File: src/rtl/fetch_decode_buf_pkg.sv
// fetch_decode_buf_pkg
// Shared definitions for the IF/ID boundary of the 16-bit core.
// - NOP_INSTR / HALT_OPC : default encodings used by the fetch/decode buffers
// - OPC_MSB / OPC_LSB    : opcode field position inside an instruction
// - if_id_beat_t         : one fetch beat {instr, pc2}, reused by later buffers
// - opc_of()             : extracts the opcode field of an instruction
package fetch_decode_buf_pkg;

    localparam logic [15:0] NOP_INSTR = 16'h0800;
    localparam logic [4:0]  HALT_OPC  = 5'b00000;
    localparam int          OPC_MSB   = 15;
    localparam int          OPC_LSB   = 11;

    typedef struct packed {
        logic [15:0] instr;
        logic [15:0] pc2;
    } if_id_beat_t;

    function automatic logic [4:0] opc_of(input logic [15:0] instr);
        return instr[OPC_MSB:OPC_LSB];
    endfunction

endpackage

File: src/rtl/fetch_decode_buf_fifo_core.sv
// fdb_fifo_core
// Storage for the IF/ID buffer: a DEPTH-entry ring with wrap-around read and
// write pointers and an occupancy count. It trusts its caller: push is never
// raised when full, pop never when empty. clear empties the ring and wins
// over push/pop.
// Ports:
//   clk, rst        clock, synchronous active-high reset
//   push, pop       enqueue wdata / dequeue head this cycle
//   clear           discard every entry (pointers and count return to zero)
//   wdata           beat to enqueue
//   head            oldest stored beat (meaningless when empty)
//   full, empty     occupancy flags
module fdb_fifo_core
    import fetch_decode_buf_pkg::*;
#(
    parameter int DEPTH = 2
) (
    input  logic        clk,
    input  logic        rst,
    input  logic        push,
    input  logic        pop,
    input  logic        clear,
    input  if_id_beat_t wdata,
    output if_id_beat_t head,
    output logic        full,
    output logic        empty
);

    localparam int PW = $clog2(DEPTH);
    localparam int CW = PW + 1;

    if_id_beat_t     mem_q [DEPTH];
    logic [PW-1:0]   wr_ptr_q, wr_ptr_d;
    logic [PW-1:0]   rd_ptr_q, rd_ptr_d;
    logic [CW-1:0]   count_q, count_d;

    always_comb begin
        wr_ptr_d = wr_ptr_q;
        rd_ptr_d = rd_ptr_q;
        count_d  = count_q;
        if (clear) begin
            wr_ptr_d = '0;
            rd_ptr_d = '0;
            count_d  = '0;
        end else begin
            // DEPTH is a power of two, so natural pointer overflow is the wrap.
            if (push) wr_ptr_d = wr_ptr_q + PW'(1);
            if (pop)  rd_ptr_d = rd_ptr_q + PW'(1);
            if (push && !pop)      count_d = count_q + CW'(1);
            else if (!push && pop) count_d = count_q - CW'(1);
        end
    end

    always_ff @(posedge clk) begin
        if (rst) begin
            wr_ptr_q <= '0;
            rd_ptr_q <= '0;
            count_q  <= '0;
        end else begin
            wr_ptr_q <= wr_ptr_d;
            rd_ptr_q <= rd_ptr_d;
            count_q  <= count_d;
        end
    end

    // Data storage needs no reset: an entry is only read after it was written.
    always_ff @(posedge clk) begin
        if (push && !clear) mem_q[wr_ptr_q] <= wdata;
    end

    assign head  = mem_q[rd_ptr_q];
    assign full  = (count_q == CW'(DEPTH));
    assign empty = (count_q == '0);

endmodule

File: src/rtl/fetch_decode_buf.sv
// fetch_decode_buf
// Elastic IF/ID boundary. Fetch beats {instr, pc2} are queued in a small FIFO
// and presented to decode in order; a NOP is shown whenever nothing is valid.
// flush discards everything buffered plus the beat offered that cycle. A
// HALT beat is still delivered but latches halt_seen, which closes in_ready
// until reset. err latches when fetch withdraws or alters a stalled beat.
// Build option: define FDB_BYPASS_EN to let a beat arriving at an empty
// buffer with decode ready pass straight through in the same cycle.
// Ports:
//   clk, rst                      clock, synchronous active-high reset
//   in_valid/in_instr/in_pc2      beat from fetch
//   in_ready                      buffer can take a beat this cycle
//   out_valid/out_instr/out_pc2   beat to decode (NOP_INSTR / 0 when idle)
//   out_ready                     decode consumes the beat
//   flush                         redirect: drop all buffered beats
//   halt_seen                     sticky, a HALT beat was accepted
//   err                           sticky, fetch broke the handshake
//
// Handshake: a beat transfers on a side when its valid and ready are both high
// at a rising edge (in: in_valid && in_ready, out: out_valid && out_ready).
// in_ready never depends on in_valid. Once in_valid is raised it must stay
// high with stable data until accepted, unless flush or rst intervenes.
module fetch_decode_buf #(
    parameter int          DEPTH     = 2,
    parameter logic [15:0] NOP_INSTR = fetch_decode_buf_pkg::NOP_INSTR,
    parameter logic [4:0]  HALT_OPC  = fetch_decode_buf_pkg::HALT_OPC
) (
    input  logic        clk,
    input  logic        rst,
    input  logic        in_valid,
    input  logic [15:0] in_instr,
    input  logic [15:0] in_pc2,
    output logic        in_ready,
    output logic        out_valid,
    output logic [15:0] out_instr,
    output logic [15:0] out_pc2,
    input  logic        out_ready,
    input  logic        flush,
    output logic        halt_seen,
    output logic        err
);
    import fetch_decode_buf_pkg::*;

    if_id_beat_t in_beat, head, blk_beat_q;
    logic        full, empty;
    logic        in_fire, bypass, push, pop;
    logic        halt_seen_q, halt_seen_d;
    logic        err_q, err_d;
    logic        blk_q, blk_d;

    assign in_beat  = '{instr: in_instr, pc2: in_pc2};

    // rst gates in_ready so fetch sees "not ready" during the reset cycle,
    // whatever the pre-reset state was.
    assign in_ready = !rst && !full && !halt_seen_q;

    // A beat offered during flush is accepted by the handshake but discarded.
    assign in_fire  = in_valid && in_ready && !flush;

`ifdef FDB_BYPASS_EN
    assign bypass = empty && in_fire && out_ready;
`else
    assign bypass = 1'b0;
`endif

    // A bypassed beat is consumed directly and never occupies an entry.
    assign push = in_fire && !bypass;
    assign pop  = !empty && out_ready && !flush;

    fdb_fifo_core #(
        .DEPTH (DEPTH)
    ) u_core (
        .clk   (clk),
        .rst   (rst),
        .push  (push),
        .pop   (pop),
        .clear (flush),
        .wdata (in_beat),
        .head  (head),
        .full  (full),
        .empty (empty)
    );

    always_comb begin
        out_valid = 1'b0;
        out_instr = NOP_INSTR;
        out_pc2   = 16'h0000;
        if (bypass) begin
            out_valid = 1'b1;
            out_instr = in_instr;
            out_pc2   = in_pc2;
        end else if (!empty) begin
            out_valid = 1'b1;
            out_instr = head.instr;
            out_pc2   = head.pc2;
        end
    end

    always_comb begin
        halt_seen_d = halt_seen_q;
        err_d       = err_q;
        blk_d       = in_valid && !in_ready;
        if (in_fire && (opc_of(in_instr) == HALT_OPC)) halt_seen_d = 1'b1;
        // Last cycle's beat stalled; it must still be offered unchanged now.
        if (blk_q && !flush && (!in_valid || (in_beat != blk_beat_q))) err_d = 1'b1;
    end

    always_ff @(posedge clk) begin
        blk_beat_q <= in_beat;
        if (rst) begin
            halt_seen_q <= 1'b0;
            err_q       <= 1'b0;
            blk_q       <= 1'b0;
        end else begin
            halt_seen_q <= halt_seen_d;
            err_q       <= err_d;
            blk_q       <= blk_d;
        end
    end

    assign halt_seen = halt_seen_q;
    assign err       = err_q;

endmodule
File: config.mk
export PLATFORM = sky130hd
export DESIGN_NAME = fetch_decode_buf
export DESIGN_NICKNAME = d
export VERILOG_FILES = /design/src/rtl/fetch_decode_buf_pkg.sv /design/src/rtl/fetch_decode_buf_fifo_core.sv /design/src/rtl/fetch_decode_buf.sv
export SDC_FILE = /design/constraint.sdc
export NUM_CORES = 1
export LEC_CHECK = 0
export CAP_MARGIN = 40
export CORE_MARGIN = 5
export CORE_UTILIZATION = 35
export DETAILED_ROUTE_END_ITERATION = 7
export PLACE_DENSITY_LB_ADDON = 0.12
export SLEW_MARGIN = 0
export SYNTH_ARGS = -nofsm -noshare
export SYNTH_HDL_FRONTEND = slang
export SYNTH_SLANG_ARGS = --single-unit
File: constraint.sdc
create_clock -name clk -period 3.9 [get_ports clk]
set_input_delay 0.975 -clock clk [delete_from_list [all_inputs] [get_ports clk]]
set_output_delay 0.975 -clock clk [all_outputs]
set_load 0.05 [all_outputs]
==> results of run 1 <==
-- critical path: stages, from the launching register on --
cell and delay, ps:
dfxtp_2 570, buf_12 260, mux2i_1 110, nor2_1 140
clkdlybuf4s50_1 830
-- cell families after synthesis --
logic type	Yosys count	synth area share, %
compound gates	5	1.07
xor+xnor	36	8.40
fa+ha+maj	1	0.333
buf+inv	14	1.67
flops	104	72.5
mux	32	8.53
simple gates	61	7.47
-- power groups by stage --
stage	registers (mW)	logic, mW	clock network [mW]
final	1.21	0.196	0.638
after global routing	1.21	0.210	0.709
after CTS	1.21	0.200	0.656
after detailed placement	1.23	0.199	0
after global placement	1.23	0.199	0
after floorplan	1.23	0.101	0
-- metal layers --
| metal | GRT usage, % | vias up | part of all wire (%) |
|---|---|---|---|
| met4 | 4.57 | 0 | 1.5 |
| met1 | 15.5 | 1002 | 48 |
| met5 | 0 | - | 0 |
| li1 | - | 1045 | - |
| met3 | 3.82 | 9 | 5.2 |
| met2 | 16.9 | 44 | 46 |
-- metrics by stage --
step / hold slack (ps) / instances / util [%] / area (sq um)
floorplan: 485 / 253 / - / 3750
global placement: 504 / 456 / 44.8 / 4670
detailed placement: 499 / 456 / 44.8 / 4670
CTS: 512 / 472 / 46.6 / 4860
global route: 533 / 472 / 46.6 / 4860
finish: 508 / 472 / 46.6 / 4860
-- cell type report --
class	instances	area share, %
clock inverter	4	0.515
timing repair buffer	76	15.9
inverter	5	0.386
tap	136	3.50
sequential	104	56.1
clock buffer	12	3.43
multi-input combinational	135	20.2
-- state kept, by name, summed over array words and instances, names as in the netlist, named ones only --
signal / flops
halt_seen: 1
u_core.mem_q: 64
u_core.rd_ptr_q: 1
u_core.wr_ptr_q: 1
err: 1
blk_beat_q: 32
u_core.count_q: 2
blk_q: 1
-- layout by cell type, fill, tap and decap left out, drive strengths merged --
| cell type | Yosys | routed |
|---|---|---|
| a21oi | 2 | 2 |
| buf | 6 | 5 |
| dfxtp | 40 | 40 |
| xor2 | 30 | 30 |
| ha | 1 | 1 |
| nor3b | 1 | 1 |
| and2 | 1 | 1 |
| nor4 | 6 | 6 |
| clkdlybuf4s50 | 0 | 71 |
| a2111oi | 1 | 1 |
| nand4 | 2 | 2 |
| a31oi | 1 | 1 |
| xnor2 | 6 | 6 |
| and3 | 1 | 1 |
| clkbuf | 3 | 12 |
| inv | 5 | 6 |
| nor2b | 2 | 2 |
| nand2 | 2 | 2 |
| nand3 | 2 | 2 |
| nor3 | 8 | 8 |
| o2111a | 1 | 1 |
| nor2 | 36 | 36 |
| clkinv | 0 | 3 |
| mux2i | 32 | 32 |
| edfxtp | 64 | 64 |
-- synth_stat cells (2+ instances only) --
master,count,area (sq um)
nand2_1,2,7.51
xnor2_1,6,52.6
nand4_1,2,12.5
edfxtp_1,64,1920
dfxtp_1,40,801
nor4_1,6,37.5
mux2i_1,32,320
clkbuf_1,3,11.3
xor2_1,30,263
nor2b_1,2,12.5
nor2_1,36,135
nor3_1,7,35.0
inv_1,4,15.0
nand3_1,2,10.0
buf_2,5,25.0
-- path summary, 6_finish.rpt --
kind | start | endpoint | slack (ps) | cells past startpoint
max | register | out_instr[0] | 640 | 4
min | blk_q$_SDFF_PP0_ | err$_SDFFE_PP0P_ | 510 | 2
max reg2reg | u_core.count_q[0]$_SDFFE_PP0P_ | u_core.mem_q[1][9]$_DFFE_PP_ | 1840 | 5
min reg2reg | blk_q$_SDFF_PP0_ | err$_SDFFE_PP0P_ | 510 | 2
==> summary.md, run 1 <==
| Metric | Value |
|---|---|
| Peak VDD IR | around 160 uV |
| DR iter-0 viols | 58 |
| Crit start category | register |
| # hold bufs at CTS | 0 |
| Clock power share | 31.2% |
| Die footprint | 0.0129 sq mm |
| Largest net degree at the start of global routing | 33 |
| Fmax | between 300 and 400 MHz |
| TritonCTS Buffers | 9 |
| Area grow syn2layout | 29.4% |
| CORE AREA | 0.0104 sq mm |
| Net count, final | 369 |
| Hold crit path type | register to register |
| Rel. slew slack | 60.9% |
| Status | finished clean |
| Clock transition at path regs | 80 ps |
| Final wirelength | 7230 um |
| Starting Density | 36.0% |
| Fill cell total of the finished layout | 945 |
| DPL Wire Length | 4940 um |
| Worst setup EP type | output pin |
| Gate power share | 9.6% |
| DRC viols | 0 |
| Port bufs | roughly 70 |
| Synthesized flop and latch total | roughly 100 |
| Setup TNS | 0 ps |
| Clk sinks | 104 |
| Design Power | around 2.0 mW |
| Primary FF master, synth | edfxtp_1 |
| Fin crit period | 3260 ps |
| Sequential Power Share | roughly 59% |
| Setup ws final | 644 ps |
| Vias per Instance | 4.45 |
| Post-DR wirelength/cell | around 15 um |
| Pwr/cell area | 420 mW/mm^2 |
| Worst skew pair latency | between 300 and 400 ps |
| Ys async rst share | 0% |
| Io pins | 73 |
| Synthesized cell area | 0.00375 sq mm |
| Worst-Margin Slew | about 580 ps |
| Clk buf depth | 2 |
| Int Power | 1.57 mW |
| Final setup vio count | 0 |
| Worst Path Max Fanout | 23 |
| Hold Fails Final Rpt | 0 |
| Die height | ~110 um |
| Vias | 2100 |
| FF+latch area | between 0.002 and 0.003 sq mm |
| Mean Syn Cell Area | between 10 and 15 sq um |
| # diodes | 0 |
| Seq/Total Area, Yosys | 72.5% |
| Slew Viols, Final | 0 |
| Post-synth EDFFs | 64 |
| First-pass DRT Iterations | 6 |
| Cell Rows | 37 |
| Req. time, crit path | 2920 ps |
| Detail Route Antenna Nets | 0 |
| Switching share of power | approximately 23% |
| CTS tree | done |
| Worst Clk Skew | between 10 and 15 ps |
| Global-route wire length before repair | between 10000 and 15000 um |
| Yosys cell types | 27 |
| Gr usage total | between 10% and 20% |
| WS Path Type | register to output pin |
| Number of global-route vias before repair | 2023 |
| Cells resized by post-CTS repair | 0 |
| H-tree levels | 3 |
| Sw Pwr | between 400 and 500 uW |
| Max_cap viols | 0 |
| Cells after Synth | 253 |
| Ys Warns | 0 |
| Multi-input gate area | 980 sq um |
| RePlAce Congestion | 0.742 |
| Antenna violations before repair | 0 |
| Synth Net Count | 291 |
| Share of layout cells above drive strength 1 | 8.04% |
| Part of the cycle the worst path needs | 83.5% |
| Post-CTS Setup Bufs | 0 |
| RSZ-0062 raised after global routing | no |
| Clk Tree Root Cell | clkbuf_8 |
| Gr ovfl total | 0 |
| LEAKAGE | 1.63 nW |
| Die width | 114 um |
| Pre-CTS setup slack | ~730 ps |
| Critical Path AT | 2280 ps |
No activity file was read; power rests on OpenSTA's default activity.
==> run 2, diff against run 1 <==
clock period = 3.29 ns   (was 3.9 ns; I/O delays follow)
==> run 2 against run 1 <==
Net effect:
- first-iteration DRC count fell by 19%
- total power increased by 20%
- combinational power rose by 21%
- largest cell class unchanged
==> summary.md, run 2 (same netlist as run 1, synthesis figures left out) <==
| Metric | Value |
|---|---|
| Status | finished clean |
| Pre-CTS setup slack | 410 ps (-321 ps) |
| Gr ovfl total | 0 (unchanged) |
| First-pass DRT Iterations | 5 (-1) |
| Worst Path Max Fanout | 19 (-17%) |
| Rel. slew slack | 64.9% (+4.1 points) |
| Crit-path slowest cell | clkdlybuf4s50_1 |
| Antenna violations before repair | 0 (unchanged) |
| Gate power share | 9.7% (about the same) |
| Hold Fails Final Rpt | 0 (unchanged) |
| Setup TNS | 0 ps (unchanged) |
| Clock power share | 32.0% (+0.8 points) |
| DR iter-0 viols | 47 (-19%) |
| Global-route wire length before repair | 11700 um (+4.7%) |
| Cells resized by post-CTS repair | 0 (unchanged) |
| Critical Path AT | 2230 ps (-50 ps) |
| RePlAce Congestion | 0.700 (-5.7%) |
| Hold_ws | 513 ps (+4.39 ps) |
| Fmax | roughly 330 MHz |
| Slew Viols, Final | 0 (unchanged) |
| Clk buf depth | 2 (unchanged) |
| # hold bufs at CTS | 0 (unchanged) |
| Vias per Instance | 4.46 (+0.27%) |
| Peak VDD IR | 234 uV (+47%) |
| Most frequent cells in the layout | clkdlybuf4s50_1 (70), edfxtp_1 (64), dfxtp_1 (39), nor2_1 (35), mux2i_1 (32) |
| H-tree levels | 3 (unchanged) |
| Crit path max-delay family | buffers and inverters |
| Cell Rows | 37 (unchanged) |
| Max_cap viols | 0 (unchanged) |
| Top Registers | u_core.mem_q: 64 flops, blk_beat_q: 32 flops, u_core.count_q: 2 flops |
| DRC viols | 0 (unchanged) |
| Share of layout cells above drive strength 1 | 8.85% (+0.81 points) |
| Fin crit period | slightly above 3000 ps |
| Io pins | 73 (unchanged) |
| CP peak stage delay | 710 ps (-120 ps) |
| WP buf/inv | 2 (unchanged) |
| Placed Instances | 459 (+0.66%) |
| Vias | 2119 (+0.90%) |
| Crit start category | register |
| DPL Wire Length | 5330 um (+8.0%) |
| Net count, final | 372 (+0.81%) |
| LEAKAGE | 1.64 nW (+0.64%) |
| Pwr/cell area | 501 mW/mm^2 (+19%) |
| Die footprint | 0.0129 sq mm (unchanged) |
| Worst setup EP type | output pin |
| Worst skew pair latency | 350 ps (about the same) |
| Switching share of power | 22.8% (-0.35 points) |
| # diodes | 0 (unchanged) |
| Final wirelength | 7530 um (+4.2%) |
| Setup ws final | 238 ps (-406 ps) |
| Number of global-route vias before repair | 2172 (+7.4%) |
| Die width | 114 um (unchanged) |
| Largest net degree at the start of global routing | 24 (-27%) |
| Commonest non-fill, non-tap cell in the layout | clkdlybuf4s50_1 |
| Gr usage total | 11.9% (+0.52 points) |
| Hold crit path type | register to register |
| Clk Tree Root Cell | clkbuf_8 |
| Part of the cycle the worst path needs | 92.8% |
| Max reg flops | 64 (unchanged) |
| Clock transition at path regs | 90 ps (about the same) |
| Die height | 114 um (unchanged) |
| Post-CTS Setup Bufs | 0 (unchanged) |
| Area grow syn2layout | 30.5% |
| CTS tree | done |
| Sw Pwr | 561 uW (+18%) |
| Final setup vio count | 0 (unchanged) |
| Worst Clk Skew | 7.65 ps (-5.17 ps) |
| Clk sinks | 104 (unchanged) |
| TritonCTS Buffers | 9 (unchanged) |
| Critical Path, Cell by Cell | nor2_2 -> buf_4 -> nor2_1 -> clkdlybuf4s50_1 |
| Worst-Margin Slew | 521 ps (-60.5 ps) |
| Post-route insts no fill | 475 (+0.64%) |
| WS Path Type | register to output pin |
| Detail Route Antenna Nets | 0 (unchanged) |
| Int Power | 1.89 mW (+21%) |
| Req. time, crit path | 2470 ps (-450 ps) |
| Design Power | 2.46 mW (+20%) |
| Register with the most flip-flops | u_core.mem_q |
| CORE AREA | 0.0104 sq mm (unchanged) |
| Post-DR wirelength/cell | 15.9 um (+3.6%) |
| Sequential Power Share | 58.3% (-0.9 points) |
| Starting Density | 36.0% (unchanged) |
| RSZ-0062 raised after global routing | no |
| Port bufs | 72 (unchanged) |
## run 2: cell type report
cell class / count / area (sq um)
well taps: 136 / 170
flip-flops and latches: 104 / 2720
fillers: 966 / 5520
inverters: 5 / 18.8
multi-input cells: 135 / 980
clock inverters: 4 / 53.8
repair buffers: 79 / 806
clock buffers: 12 / 145
## run 2: power by group through the flow
stage / clock network (mW) / logic (mW) / registers (mW)
after detailed placement: 0 / 0.241 / 1.46
after global placement: 0 / 0.240 / 1.46
after floorplan: 0 / 0.120 / 1.46
after global routing: 0.869 / 0.255 / 1.43
after CTS: 0.809 / 0.243 / 1.43
final: 0.786 / 0.238 / 1.43
## run 2: final timing paths
| kind | end | slack [ps] | start | cells past startpoint |
|---|---|---|---|---|
| worst max register to register | u_core.mem_q[0][2]$_DFFE_PP_ | 1380 | u_core.count_q[0]$_SDFFE_PP0P_ | 5 |
| worst min-delay path | err$_SDFFE_PP0P_ | 510 | blk_q$_SDFF_PP0_ | 2 |
| worst min register to register | err$_SDFFE_PP0P_ | 510 | blk_q$_SDFF_PP0_ | 2 |
| worst max-delay path | out_instr[15] | 240 | u_core.count_q[0]$_SDFFE_PP0P_ | 4 |
## run 2: layer usage
metal  wire [um]  up-vias  share of wire, %  track usage, %
li1            -     1054                 -               -
met1        3570     1011                47            15.8
met2        3470       44                46            18.6
met3         378       10               5.0            3.08
met4         113        0               1.5            5.05
met5           0        -                 0               0
## run 2: metrics by stage
| step | util [%] | area [sq um] |
|---|---|---|
| 6_report | 47.0 | 4900 |
| 5_1_grt | 47.0 | 4900 |
| 4_1_cts | 47.0 | 4900 |
| 3_5_place_dp | 45.1 | 4700 |
| 3_3_place_gp | 45.1 | 4700 |
| 2_1_floorplan | - | 3750 |
## run 2: worst register-to-register path, delay by kind of cell, from the launching register on
kind | cells | cell delay, ps
AO/OA/AOI/OAI | 1 | 170
flip-flops | 1 | 440
AND/OR/NAND/NOR | 2 | 720
buffers and inverters | 2 | 290
==> run 3, diff against run 2 <==
CTS_BUF_LIST = sky130_fd_sc_hd__clkbuf_16   (was not set)
==> run 3 against run 2 <==
Net effect:
- clock power is 30% higher
- first-iteration DRC count is 4.3% higher
- fmax is 0.97% higher
- total power up 9.7%
- sequential power barely moved
- global-route usage about the same
==> summary.md, run 3 (same netlist as run 1, synthesis figures left out) <==
| Metric | Value |
|---|---|
| Status | finished clean |
| H-tree levels | 3 (unchanged) |
| Starting Density | 36.0% (unchanged) |
| Setup ws final | 267 ps (+29.3 ps) |
| Placed inst area | 0.00470 sq mm (unchanged) |
| Clk Tree Root Cell | clkbuf_16 |
| Metal2 WL | 3390 um (-2.2%) |
| Worst Path Max Fanout | 19 (unchanged) |
| Hold_ws | 509 ps (-3.58 ps) |
| Worst Hold Path Cells | 2 (unchanged) |
| Part of the cycle the worst path needs | 91.9% (-0.89 points) |
| Top Registers | u_core.mem_q: 64 flops, blk_beat_q: 32 flops, u_core.count_q: 2 flops |
| M1 WL | 3580 um (+0.39%) |
| Gr usage total | 11.9% (-0.020 points) |
| Placed Instances | 459 (unchanged) |
| Design Power | 2.69 mW (+9.7%) |
| Post-DR wirelength/cell | 15.7 um (-0.94%) |
| Worst skew pair latency | 330 ps (-20 ps) |
| RSZ-0062 raised after global routing | no |
| Commonest non-fill, non-tap cell in the layout | clkdlybuf4s50_1 |
| Max_cap viols | 0 (unchanged) |
| DR iter-0 viols | 49 (+4.3%) |
| LEAKAGE | 1.69 nW (+3.0%) |
| Most frequent cells in the layout | clkdlybuf4s50_1 (70), edfxtp_1 (64), dfxtp_1 (39), nor2_1 (35), mux2i_1 (32) |
| Critical Path AT | 2200 ps (-30 ps) |
| # diodes | 0 (unchanged) |
| Port bufs | 72 (unchanged) |
| First-pass DRT Iterations | 4 (-1) |
| Worst-Margin Slew | 526 ps (+4.78 ps) |
| CORE AREA | 0.0104 sq mm (unchanged) |
| Io pins | 73 (unchanged) |
| Pwr/cell area | 540 mW/mm^2 (+7.7%) |
| Req. time, crit path | 2470 ps (about the same) |
| Gr ovfl total | 0 (unchanged) |
| FF+latch area | 0.00272 sq mm (unchanged) |
| Global-route wire length before repair | 11600 um (-0.18%) |
| Antenna violations before repair | 0 (unchanged) |
| Clk buf depth | 2 (unchanged) |
| Vias | 2108 (-0.52%) |
| Hold endpoint | err$_SDFFE_PP0P_ |
| Detail Route Antenna Nets | 0 (unchanged) |
| Fin crit period | 3020 ps (-29.3 ps) |
| Max reg flops | 64 (unchanged) |
| Cells resized by post-CTS repair | 0 (unchanged) |
| Rel. slew slack | 64.6% (-0.32 points) |
| Share of layout cells above drive strength 1 | 8.55% (-0.29 points) |
| Multi-input gate area | 980 sq um (unchanged) |
| DPL Wire Length | 5330 um (unchanged) |
| Final Util | 47.9% (+0.88 points) |
| DRC viols | 0 (unchanged) |
| # hold bufs at CTS | 0 (unchanged) |
| Met3 WL | 370 um (-2.1%) |
| Final setup vio count | 0 (unchanged) |
| Number of global-route vias before repair | 2158 (-0.64%) |
| Hold Fails Final Rpt | 0 (unchanged) |
| CTS tree | done |
| Fmax | 331 MHz (+0.97%) |
| RePlAce Congestion | 0.700 (unchanged) |
| Register with the most flip-flops | u_core.mem_q |
| DR top layer | met4 |
| Net count, final | 372 (unchanged) |
| Largest net degree at the start of global routing | 24 (unchanged) |
| WS Path Type | register to output pin |
| Worst reg2reg path depth | 5 (unchanged) |
| Area grow syn2layout | 32.9% |
| Clk sinks | 104 (unchanged) |
| Cell Rows | 37 (unchanged) |
| TritonCTS Buffers | 9 (unchanged) |
| Final wirelength | 7460 um (-0.94%) |
| Setup TNS | 0 ps (unchanged) |
| Worst Clk Skew | 5.67 ps (-1.99 ps) |
| Die footprint | 0.0129 sq mm (unchanged) |
| Worst r2r dst | u_core.mem_q[0][22]$_DFFE_PP_ |
| Fill cell total of the finished layout | 952 (-1.4%) |
| Worst setup EP type | output pin |
| Hold crit path type | register to register |
| Peak VDD IR | 357 uV (+52%) |
| Worst reg2reg path startpoint | u_core.count_q[0]$_SDFFE_PP0P_ |
| R2R setup slack | 1390 ps (about the same) |
| Clock transition at path regs | 60 ps (-30 ps) |
| Crit start category | register |
| Post-route insts no fill | 475 (unchanged) |
| Vias per Instance | 4.44 (-0.52%) |
| Pre-CTS setup slack | 410 ps (unchanged) |
| Post-CTS Setup Bufs | 0 (unchanged) |
| Die width | 114 um (unchanged) |
| Slew Viols, Final | 0 (unchanged) |
| Final Instance Area | 0.00499 sq mm (+1.9%) |
| HP Start | blk_q$_SDFF_PP0_ |
| Die height | 114 um (unchanged) |
## run 3: cell count changes in the layout (fill, tap and decap cells not counted)
| cell | delta |
|---|---|
| clkinv_1 | +1 |
| inv_1 | +2 |
| clkbuf_1 | -2 |
| clkbuf_16 | +9 |
| clkbuf_8 | -10 |
## run 3: final cells by class
| cell class | instances | share of cell area (%) |
|---|---|---|
| Sequential cell | 104 | 54.6 |
| Inverter | 5 | 0.376 |
| Clock inverter | 7 | 1.30 |
| Clock buffer | 9 | 4.51 |
| Multi-Input combinational cell | 135 | 19.6 |
| Tap cell | 136 | 3.41 |
| Timing Repair Buffer | 79 | 16.2 |
## run 3: worst max-delay path: stages, from the launching register on
cell             delay (ps)
dfxtp_1                 360
nor2_2                  370
buf_4                   340
nor2_1                   90
clkdlybuf4s50_1         710
## run 3: metal layers
layer | global-route usage, % | up-vias
met3 | 3.24 | 12
met5 | 0 | -
met1 | 15.9 | 996
met2 | 18.5 | 44
li1 | - | 1056
met4 | 4.81 | 0
## run 3: power by group
part	switching (mW)	total [mW]	internal [mW]
logic	0.135	0.237	0.102
registers	0.0133	1.43	1.42
clock network	0.440	1.02	0.583
total	0.589	2.69	2.10
## run 3: worst max-delay path by stage
stage               slack (ps)                            end                            from
floorplan                   60   u_core.mem_q[0][0]$_DFFE_PP_                             rst
global placement           460  u_core.mem_q[0][19]$_DFFE_PP_                             rst
detailed placement         410  u_core.mem_q[0][19]$_DFFE_PP_                             rst
CTS                        210                  out_instr[15]  u_core.count_q[0]$_SDFFE_PP0P_
global route               110                   out_instr[3]  u_core.count_q[0]$_SDFFE_PP0P_
finish                     270                   out_instr[6]  u_core.count_q[0]$_SDFFE_PP0P_
==> RTL change, RTL diff (flow settings as in run 2) <==
`DEPTH` is set to 2 in 2 places; all go to 4.
--- a/src/rtl/fetch_decode_buf_fifo_core.sv
+++ b/src/rtl/fetch_decode_buf_fifo_core.sv
@@ -13,7 +13,7 @@
 module fdb_fifo_core
     import fetch_decode_buf_pkg::*;
 #(
-    parameter int DEPTH = 2
+    parameter int DEPTH = 4
 ) (
     input  logic        clk,
     input  logic        rst,
--- a/src/rtl/fetch_decode_buf.sv
+++ b/src/rtl/fetch_decode_buf.sv
@@ -21,7 +21,7 @@
 // in_ready never depends on in_valid. Once in_valid is raised it must stay
 // high with stable data until accepted, unless flush or rst intervenes.
 module fetch_decode_buf #(
-    parameter int          DEPTH     = 2,
+    parameter int          DEPTH     = 4,
     parameter logic [15:0] NOP_INSTR = fetch_decode_buf_pkg::NOP_INSTR,
     parameter logic [4:0]  HALT_OPC  = fetch_decode_buf_pkg::HALT_OPC
 ) (
Function: changed (a bounded check fails within 4 cycles, from zero or initial values and one cycle with rst high).
==> RTL change against run 2 <==
  * Total power up 99%
  * Synthesized area grew 71%
  * Routed wire length grew 77%
  * Die area up 64%
  * Combinational power rose by 58%
  * Cell area rose by 72%
  * Sequential cell count increased by 68
  * Setup slack lost 0.057 ns
  * Worst hold slack improved by 0.0044 ns
  * First-iteration DRC count grew to 3.7 times the old value
==> RTL change: results (changes against run 2) <==
| Metric | Value |
|---|---|
| Routed wire length | `13,300 um (+77%)` |
| Clk pin slew, worst setup/hold paths | `0.06 ns (-0.03 ns)` |
| H-tree Lvls | `4 (+1)` |
| Largest net degree at the start of global routing | `28 (+17%)` |
| All-Layer GR Usage | `13.1% (+1.1 points)` |
| First DRT Iteration DRCs | `175 (+270%)` |
| First-pass GRT wire length | `20,800 um (+78%)` |
| Routed length on met1 | `6460 um (+81%)` |
| CTS Buf Count | `17 (+8)` |
| Clk Latency, worst-skew pair | `0.42 ns (+0.07 ns)` |
| CP max FO | `12 (-7)` |
| Fill cells | `1,588 (+64%)` |
| Routed wire length on met3 | `569 um (+51%)` |
| GR Util met1 | `18.2% (+2.4 points)` |
| Layout cells sized above 1 | `24.5% (+16 points)` |
| Routability Congestion | `0.733 (+4.7%)` |
| Vias in the first global route | `3,473 (+60%)` |
| FF-to-FF path depth | `10 (+5)` |
| Routed wire length on met2 | `6110 um (+76%)` |
| Initial DRT Pass Iterations | `4 (-1)` |
| Met2 usage | `19.7% (+1.1 points)` |
| Worst IR Drop VDD | `0.000377 V (+61%)` |
| Post-placement cell count | `643 (+40%)` |
| FF-to-FF setup slack | `0.55 ns (-0.83 ns)` |
| Post-layout nets | `476 (+28%)` |
| Psw | `1.02 mW (+82%)` |
| Worst relative slew slack | `57.0% (-7.9 points)` |
| Post-synthesis compound-gate area fraction | `0.642% (-0.42 points)` |
| Dpl hpwl | `8320 um (+56%)` |
| Top cells by area, synth | `edfxtp_1 60%, dfxtp_1 14%, mux4_2 11%` |
| Top flop regs | `u_core.mem_q (128), blk_beat_q (32), u_core.count_q (3)` |
| Syn_nets | `383 (+32%)` |
| WP data arrival | `2.29 ns (+0.06 ns)` |
| Leak | `2.84 nW (+73%)` |
| Adder-cell share of the synthesized area | `1.28% (+0.95 points)` |
| Xor and xnor area share after synthesis | `5.04% (-3.4 points)` |
| Crit-path max cell delay | `0.91 ns (+0.20 ns)` |
| Wire per inst | `19.8 um (+25%)` |
| Worst R2R End | `u_core.count_q[2]` |
| GR Layer Usage met3 | `3.77% (+0.69 points)` |
| Yosys cell types | `33 (+22%)` |
| Status | `finished, final reports clean` |
| Post-synth EDFFs | `128 (+100%)` |
==> RTL change: worst max-delay path by stage <==
stage                     slack (ns)               from                 to
after detailed placement        0.29                rst  u_core.count_q[2]
final                           0.18  u_core.count_q[0]          out_valid
after global placement          0.35                rst  u_core.count_q[2]
after global routing            0.07  u_core.count_q[0]          out_valid
after floorplan                 0.81  u_core.count_q[0]        out_pc2[10]
after CTS                       0.14  u_core.count_q[0]          out_valid
==> RTL change: cell type report <==
type	instances	area share [%]
Multi-Input combinational cell	150	18.7
Clock inverter	12	2.34
Clock buffer	19	5.15
Inverter	6	0.268
Timing Repair Buffer	86	13.9
Tap cell	229	3.41
Sequential cell	172	56.2
==> RTL change: stage by stage <==
step / total power, mW / cell area [um^2]
finish: 4.90 / 8400
global route: 5.06 / 8400
CTS: 4.94 / 8400
detailed placement: 2.81 / 7770
global placement: 2.80 / 7770
floorplan: 2.60 / 6430
